File: config.mk
export PLATFORM = sky130hd
export DESIGN_NAME = hazard_unit_flat
export DESIGN_NICKNAME = d
export VERILOG_FILES = /design/src/rtl/hazard_unit_pkg.sv /design/src/rtl/hazard_unit_if.sv /design/src/rtl/hazard_unit_fwd_sel.sv /design/src/rtl/hazard_unit.sv /design/src/flat_wrapper.sv
export SDC_FILE = /design/constraint.sdc
export NUM_CORES = 1
export LEC_CHECK = 0
export ABC_AREA = 1
export ABC_CLOCK_PERIOD_IN_PS = 2080
export CORE_UTILIZATION = 39
export DETAILED_ROUTE_END_ITERATION = 10
export HOLD_SLACK_MARGIN = 0.02
export PLACE_DENSITY_LB_ADDON = 0.12
export SLEW_MARGIN = 20
export SYNTH_ARGS = -nofsm -noshare
export SYNTH_HDL_FRONTEND = slang
export SYNTH_SLANG_ARGS = --single-unit
export TNS_END_PERCENT = 10
File: constraint.sdc
create_clock -name clk -period 2.08 [get_ports clk]
set_clock_uncertainty 0.15 [all_clocks]
set_input_delay 0.416 -clock clk [delete_from_list [all_inputs] [get_ports clk]]
set_output_delay 0.416 -clock clk [all_outputs]
set_load 0.005 [all_outputs]
File: src/rtl/hazard_unit_pkg.sv
// Shared pipeline definitions: forwarding select encodings, hazard FSM states
// and the register-number width.
package hazard_unit_pkg;
  localparam int REG_W = 5;

  localparam logic [1:0] FWD_RF  = 2'b00;
  localparam logic [1:0] FWD_EX  = 2'b01;
  localparam logic [1:0] FWD_MEM = 2'b10;
  localparam logic [1:0] FWD_WB  = 2'b11;

  typedef enum logic [1:0] {
    RUN       = 2'd0,
    FREEZE    = 2'd1,
    NULL_PEND = 2'd2
  } haz_state_e;
endpackage

File: src/rtl/hazard_unit_if.sv
// Hazard unit bus: ID/EX/MEM/WB register info in, forwarding selects and
// pipeline enables out. master = pipeline side, slave = hazard unit.
interface hazard_unit_if #(parameter int REG_W = hazard_unit_pkg::REG_W);
  logic [REG_W-1:0] ID_RA, ID_RB, EX_RD, MEM_RD, WB_RD;
  logic             ID_USE_A, ID_USE_B;
  logic             EX_RF_LE, EX_L, MEM_RF_LE, WB_RF_LE;
  logic             EX_NULL_REQ, MEM_WAIT;
  logic [1:0]       FWD_A, FWD_B;
  logic             PC_LE, IF_ID_LE, ID_EX_LE, CU_NOP;

  modport master (
    output ID_RA, ID_RB, ID_USE_A, ID_USE_B, EX_RD, EX_RF_LE, EX_L,
           MEM_RD, MEM_RF_LE, WB_RD, WB_RF_LE, EX_NULL_REQ, MEM_WAIT,
    input  FWD_A, FWD_B, PC_LE, IF_ID_LE, ID_EX_LE, CU_NOP
  );

  modport slave (
    input  ID_RA, ID_RB, ID_USE_A, ID_USE_B, EX_RD, EX_RF_LE, EX_L,
           MEM_RD, MEM_RF_LE, WB_RD, WB_RF_LE, EX_NULL_REQ, MEM_WAIT,
    output FWD_A, FWD_B, PC_LE, IF_ID_LE, ID_EX_LE, CU_NOP
  );
endinterface

File: src/rtl/hazard_unit_fwd_sel.sv
// One operand's forwarding comparator: EX > MEM > WB priority; an EX load
// match raises lu instead of forwarding.
module fwd_sel
  import hazard_unit_pkg::*;
#(
  parameter int REG_W = hazard_unit_pkg::REG_W
) (
  input  logic [REG_W-1:0] id_r,
  input  logic             id_use,
  input  logic [REG_W-1:0] ex_rd,
  input  logic             ex_le,
  input  logic             ex_l,
  input  logic [REG_W-1:0] mem_rd,
  input  logic             mem_le,
  input  logic [REG_W-1:0] wb_rd,
  input  logic             wb_le,
  output logic [1:0]       sel,
  output logic             lu
);
  // GR0 reads as zero, so it never needs a bypass
  logic active;
  assign active = id_use && (id_r != '0);

  always_comb begin
    sel = FWD_RF;
    lu  = 1'b0;
    if (active) begin
      if (ex_le && ex_rd == id_r) begin
        if (ex_l) lu  = 1'b1;
        else      sel = FWD_EX;
      end else if (mem_le && mem_rd == id_r) begin
        sel = FWD_MEM;
      end else if (wb_le && wb_rd == id_r) begin
        sel = FWD_WB;
      end
    end
  end
endmodule

File: src/rtl/hazard_unit.sv
// Pipeline hazard controller: forwarding, load-use bubble, delay-slot
// nullify and RAM freeze. Optional counters under `HAZ_STATS_EN.
module hazard_unit
  import hazard_unit_pkg::*;
#(
  parameter int REG_W = hazard_unit_pkg::REG_W,
  parameter int CNT_W = 16
) (
  input  logic             clk,
  input  logic             Reset,
  hazard_unit_if.slave     bus
`ifdef HAZ_STATS_EN
  ,
  output logic [CNT_W-1:0] STALL_CNT,
  output logic [CNT_W-1:0] NULL_CNT
`endif
);
  logic [1:0] sel_a, sel_b;
  logic       lu_a, lu_b, lu;
  haz_state_e state, state_nxt;
  logic       null_evt;
  logic       pc_le, if_id_le, id_ex_le, cu_nop;

  fwd_sel #(.REG_W(REG_W)) u_fwd_a (
    .id_r(bus.ID_RA), .id_use(bus.ID_USE_A),
    .ex_rd(bus.EX_RD), .ex_le(bus.EX_RF_LE), .ex_l(bus.EX_L),
    .mem_rd(bus.MEM_RD), .mem_le(bus.MEM_RF_LE),
    .wb_rd(bus.WB_RD), .wb_le(bus.WB_RF_LE),
    .sel(sel_a), .lu(lu_a)
  );

  fwd_sel #(.REG_W(REG_W)) u_fwd_b (
    .id_r(bus.ID_RB), .id_use(bus.ID_USE_B),
    .ex_rd(bus.EX_RD), .ex_le(bus.EX_RF_LE), .ex_l(bus.EX_L),
    .mem_rd(bus.MEM_RD), .mem_le(bus.MEM_RF_LE),
    .wb_rd(bus.WB_RD), .wb_le(bus.WB_RF_LE),
    .sel(sel_b), .lu(lu_b)
  );

  assign lu = lu_a | lu_b;

  // FREEZE with MEM_WAIT low behaves exactly like RUN, so they share a branch
  always_comb begin
    state_nxt = state;
    pc_le     = 1'b1;
    if_id_le  = 1'b1;
    id_ex_le  = 1'b1;
    cu_nop    = 1'b0;
    null_evt  = 1'b0;
    if (Reset) begin
      cu_nop    = 1'b1;
      state_nxt = RUN;
    end else if (state == NULL_PEND) begin
      if (bus.MEM_WAIT) begin
        {pc_le, if_id_le, id_ex_le} = 3'b000;
      end else begin
        cu_nop    = 1'b1;
        null_evt  = 1'b1;
        state_nxt = RUN;
      end
    end else begin
      if (bus.MEM_WAIT) begin
        {pc_le, if_id_le, id_ex_le} = 3'b000;
        state_nxt = bus.EX_NULL_REQ ? NULL_PEND : FREEZE;
      end else if (bus.EX_NULL_REQ) begin
        cu_nop    = 1'b1;
        null_evt  = 1'b1;
        state_nxt = RUN;
      end else if (lu) begin
        pc_le     = 1'b0;
        if_id_le  = 1'b0;
        cu_nop    = 1'b1;
        state_nxt = RUN;
      end else begin
        state_nxt = RUN;
      end
    end
  end

  always_ff @(posedge clk) begin
    if (Reset) state <= RUN;
    else       state <= state_nxt;
  end

  assign bus.FWD_A    = Reset ? FWD_RF : sel_a;
  assign bus.FWD_B    = Reset ? FWD_RF : sel_b;
  assign bus.PC_LE    = pc_le;
  assign bus.IF_ID_LE = if_id_le;
  assign bus.ID_EX_LE = id_ex_le;
  assign bus.CU_NOP   = cu_nop;

`ifdef HAZ_STATS_EN
  always_ff @(posedge clk) begin
    if (Reset) begin
      STALL_CNT <= '0;
      NULL_CNT  <= '0;
    end else begin
      if (!pc_le)   STALL_CNT <= STALL_CNT + 1'b1;
      if (null_evt) NULL_CNT  <= NULL_CNT + 1'b1;
    end
  end
`else
  if (CNT_W < 1) begin : g_bad_cnt_w
    $error("hazard_unit: CNT_W must be at least 1");
  end
`endif
endmodule

File: src/flat_wrapper.sv
// flat-port wrapper written by rule: the top's interface ports become plain ports
module hazard_unit_flat import hazard_unit_pkg::*;
#(
  parameter int REG_W = hazard_unit_pkg::REG_W,
  parameter int CNT_W = 16
)
  (clk, Reset, bus_ID_RA, bus_ID_RB, bus_ID_USE_A, bus_ID_USE_B, bus_EX_RD, bus_EX_RF_LE, bus_EX_L, bus_MEM_RD, bus_MEM_RF_LE, bus_WB_RD, bus_WB_RF_LE, bus_EX_NULL_REQ, bus_MEM_WAIT, bus_FWD_A, bus_FWD_B, bus_PC_LE, bus_IF_ID_LE, bus_ID_EX_LE, bus_CU_NOP);
  hazard_unit_if #(.REG_W(REG_W)) bus_i ();
  input  logic clk;
  input  logic Reset;
  input wire logic [$bits(bus_i.ID_RA)-1:0] bus_ID_RA;
  input wire logic [$bits(bus_i.ID_RB)-1:0] bus_ID_RB;
  input wire logic [$bits(bus_i.ID_USE_A)-1:0] bus_ID_USE_A;
  input wire logic [$bits(bus_i.ID_USE_B)-1:0] bus_ID_USE_B;
  input wire logic [$bits(bus_i.EX_RD)-1:0] bus_EX_RD;
  input wire logic [$bits(bus_i.EX_RF_LE)-1:0] bus_EX_RF_LE;
  input wire logic [$bits(bus_i.EX_L)-1:0] bus_EX_L;
  input wire logic [$bits(bus_i.MEM_RD)-1:0] bus_MEM_RD;
  input wire logic [$bits(bus_i.MEM_RF_LE)-1:0] bus_MEM_RF_LE;
  input wire logic [$bits(bus_i.WB_RD)-1:0] bus_WB_RD;
  input wire logic [$bits(bus_i.WB_RF_LE)-1:0] bus_WB_RF_LE;
  input wire logic [$bits(bus_i.EX_NULL_REQ)-1:0] bus_EX_NULL_REQ;
  input wire logic [$bits(bus_i.MEM_WAIT)-1:0] bus_MEM_WAIT;
  output wire logic [$bits(bus_i.FWD_A)-1:0] bus_FWD_A;
  output wire logic [$bits(bus_i.FWD_B)-1:0] bus_FWD_B;
  output wire logic [$bits(bus_i.PC_LE)-1:0] bus_PC_LE;
  output wire logic [$bits(bus_i.IF_ID_LE)-1:0] bus_IF_ID_LE;
  output wire logic [$bits(bus_i.ID_EX_LE)-1:0] bus_ID_EX_LE;
  output wire logic [$bits(bus_i.CU_NOP)-1:0] bus_CU_NOP;
  assign bus_i.ID_RA = bus_ID_RA;
  assign bus_i.ID_RB = bus_ID_RB;
  assign bus_i.ID_USE_A = bus_ID_USE_A;
  assign bus_i.ID_USE_B = bus_ID_USE_B;
  assign bus_i.EX_RD = bus_EX_RD;
  assign bus_i.EX_RF_LE = bus_EX_RF_LE;
  assign bus_i.EX_L = bus_EX_L;
  assign bus_i.MEM_RD = bus_MEM_RD;
  assign bus_i.MEM_RF_LE = bus_MEM_RF_LE;
  assign bus_i.WB_RD = bus_WB_RD;
  assign bus_i.WB_RF_LE = bus_WB_RF_LE;
  assign bus_i.EX_NULL_REQ = bus_EX_NULL_REQ;
  assign bus_i.MEM_WAIT = bus_MEM_WAIT;
  assign bus_FWD_A = bus_i.FWD_A;
  assign bus_FWD_B = bus_i.FWD_B;
  assign bus_PC_LE = bus_i.PC_LE;
  assign bus_IF_ID_LE = bus_i.IF_ID_LE;
  assign bus_ID_EX_LE = bus_i.ID_EX_LE;
  assign bus_CU_NOP = bus_i.CU_NOP;
  hazard_unit #(.REG_W(REG_W), .CNT_W(CNT_W)) u_core (.clk(clk), .Reset(Reset), .bus(bus_i));
endmodule
==> impl_metrics.env <==
export IMPL_status="finished with violations"
export IMPL_violations="DRC"
export IMPL_synth_top_area_share_pct=23.12
export IMPL_firstDrtPassIters=8
export IMPL_fill_cells=140
export IMPL_area_delta_synth_final_pct=72.66
export IMPL_crit_chain="clkbuf_2 > inv_2 > nand2_1 > o21ai_1 > nor2_1 > nand2_1 > o21ai_1 > a21oi_2 > buf_2"
export IMPL_die_w_um=43.82
export IMPL_track_usage_pct=30.24
export IMPL_via_per_inst=5.404
export IMPL_crit_reg2reg_capture="u_core.state[1]"
export IMPL_placed_area_um2=1160
export IMPL_post_route_util_pct=74.68
export IMPL_crit_fanout=5
export IMPL_r2r_start="u_core.state[1]"
export IMPL_cp_required_ps=1510
export IMPL_drive_gt1_share_pct=37.56
export IMPL_synth_largest_area_cell="nand2_1"
export IMPL_p_leak_nw=0.6517
export IMPL_wl_met2_mm=1.435
export IMPL_cts_tree="built"
export IMPL_wl_met3_um=235
export IMPL_crit_start="bus_ID_RA[1]"
export IMPL_numCtsBuffers=3
export IMPL_largest_reg_flops=2
export IMPL_grt_pass1_vias=1026
export IMPL_ir_worst_vdd_uv=191.8
export IMPL_slowest_stage="nor2_1"
export IMPL_syn_nets=177
export IMPL_slew_violations=0
export IMPL_drt_met1_wl_mm=1.218
export IMPL_whs_path_depth=3
export IMPL_top_layer_used="met4"
export IMPL_yosysSeqAreaShare_pct=5.872
export IMPL_die_y_um=43.82
export IMPL_root_buffer="clkbuf_4"
export IMPL_reg2reg_depth=4
export IMPL_multi_input_area_um2=594.3
export IMPL_slowest_delay_ps=200
export IMPL_layout_min_cycle_time_ps=2057
export IMPL_cp_arrival_ps=1490
export IMPL_hold_start="u_core.state[0]"
export IMPL_wl_mm=2.922
export IMPL_pin_count=43
export IMPL_num_rows=14
export IMPL_initial_core_util_pct=43.25
export IMPL_timing_slew_headroom_pct=79.85
export IMPL_synthCells=142
export IMPL_p_per_area_nw_per_um2=281.6
export IMPL_cp_depth=9
export IMPL_worstSetupPathType="primary input to primary output"
export IMPL_cp_end_kind="primary output"
export IMPL_ys_types=20
export IMPL_design_area_um2=1177
export IMPL_fmax_ghz=0.4862
export IMPL_drcViolationCount=2
export IMPL_layout_nets=234
export IMPL_hpwlAfterDp_mm=2.085
export IMPL_min_period_over_period_pct=98.87
export IMPL_vias=1151
export IMPL_grt_start_max_net_pins=7
export IMPL_ant_nets=0
export IMPL_synth_area_leaders="nand2_1, inv_1, a21oi_1, nor2_1, dfxtp_1"
export IMPL_reg_top3="u_core.state: 2 flops"
export IMPL_clk_pin_slew_ps=30
export IMPL_ys_ff_latch=2
export IMPL_setup_viol=0
export IMPL_drtIter0Drc=49
export IMPL_ff_latch_area_um2=40.04
export IMPL_cts_sinks=2
export IMPL_crit_buf_inv=3
export IMPL_grt_pass1_wl_mm=4.422
export IMPL_clockBufferDepth=2
export IMPL_io_buffer_count=42
export IMPL_hold_class="flip-flop to flip-flop"
export IMPL_cap_violations=0
export IMPL_syn_avg_cell_area_um2=4.802
export IMPL_largest_register="u_core.state"
export IMPL_die_area_um2=1920
export IMPL_coreArea_um2=1577
export IMPL_crit_end="bus_FWD_A[0]"
export IMPL_cts_htree_levels=1
export IMPL_routedWlPerCell_um=13.72
export IMPL_worst_pin_slew_ps=302.3
export IMPL_diodes=0
export IMPL_finalHoldViolCount=0
export IMPL_rsz0062_at_grt="yes"
export IMPL_reg2reg_slack_ps=1170
export IMPL_start_kind="primary input"
export IMPL_antenna_found_initial=0
export IMPL_mappedNetlistArea_um2=681.9
export IMPL_clkLatencyLatePin_ps=230
export IMPL_crit_family="simple AND/OR/NAND/NOR gates"
export IMPL_routabilityCongestion=0.9336
export IMPL_ys_warn_count=0
export IMPL_overflow=0
[report_power, final]
group / switching [W] / total, W / internal, W / leakage [nW]
logic: 0.000113 / 0.000203 / 0.0000898 / 0.621
clock network: 0.0000240 / 0.0000877 / 0.0000637 / 0.0138
registers: 0.000000726 / 0.0000411 / 0.0000404 / 0.0164
total: 0.000138 / 0.000332 / 0.000194 / 0.652
[cell usage in the layout (no fill, tap or decap)]
master / instances
dlymetal6s2s_1: 3
o22ai_1: 2
buf_2: 12
buf_6: 1
nor4_1: 1
nand2_2: 3
clkbuf_4: 3
buf_4: 11
dfxtp_1: 2
xnor2_1: 4
clkbuf_2: 12
nand2_1: 40
inv_1: 21
nor2_2: 6
o22ai_2: 1
nand4_1: 4
xor2_1: 2
o2111ai_2: 2
o21ai_1: 6
a21oi_1: 4
nor2_1: 14
clkdlybuf4s50_1: 3
nand3_1: 4
o21ai_0: 2
nand3_2: 3
inv_2: 11
clkdlybuf4s15_1: 2
a21oi_2: 8
nor3_4: 1
dlygate4sd2_1: 9
[metrics by stage]
stage               instances  setup slack (ps)  power [W]  TNS, ps  hold slack [ps]
floorplan                 142             379.4  0.0001239        0            343.4
global placement          205            -701.0  0.0002416    -4555            364.0
global route              213            -20.63  0.0003509   -65.60            486.4
finish                    213             23.41  0.0003316        0            479.2
CTS                       213            -17.59  0.0003194   -41.33            406.2
detailed placement        205            -738.7  0.0002434    -4821            405.4
[worst register-to-register path, stage by stage (launching register included)]
cell and delay (ps):
dfxtp_1 290, inv_1 50, nor2_2 180, nor2_1 90, nor2_1 90
[cells in the mapped netlist, drive strengths merged]
cell type / number
nand2: 43
inv: 32
nor2: 20
a21oi: 12
o21ai: 8
nand3: 7
nand4: 4
xnor2: 4
o22ai: 3
dfxtp: 2
o2111ai: 2
xor2: 2
buf: 1
nor3: 1
nor4: 1
[cells by family after synthesis]
group,after synthesis,share of synthesized area [%]
AND/OR/NAND/NOR,76,47.71
buffers and inverters,33,18.72
AO/OA/AOI/OAI,25,20.00
XOR/XNOR,6,7.706
flip-flops,2,5.872
[how the worst min path moves through the flow]
| stage | endpoint | slack, ps |
|---|---|---|
| 6_report | u_core.state[1] | 480 |
| 5_1_grt | u_core.state[1] | 490 |
| 4_1_cts | u_core.state[1] | 410 |
| 3_5_place_dp | u_core.state[1] | 410 |
| 3_3_place_gp | u_core.state[1] | 360 |
| 2_1_floorplan | u_core.state[0] | 340 |
[timing repair]
action	4_1_cts	5_1_grt
setup endpoints to repair	8	7
gates resized for setup	93	38
pin swaps	20	21
hold buffers	0	0
buffers inserted	5	0
[per-layer routing]
| metal | GRT usage, % | up-vias |
|---|---|---|
| met3 | 3.333 | 8 |
| met5 | 0 | - |
| met1 | 38.86 | 503 |
| li1 | - | 562 |
| met2 | 54.03 | 78 |
| met4 | 5.625 | 0 |
[final cells by class]
type,count,share of cell area (%)
Multi-Input combinational cell,107,50.48
Timing Repair Buffer,53,32.31
Inverter,32,10.20
Sequential cell,2,3.401
Clock buffer,3,1.913
Tap cell,16,1.700
No activity file was read; power rests on OpenSTA's default activity.
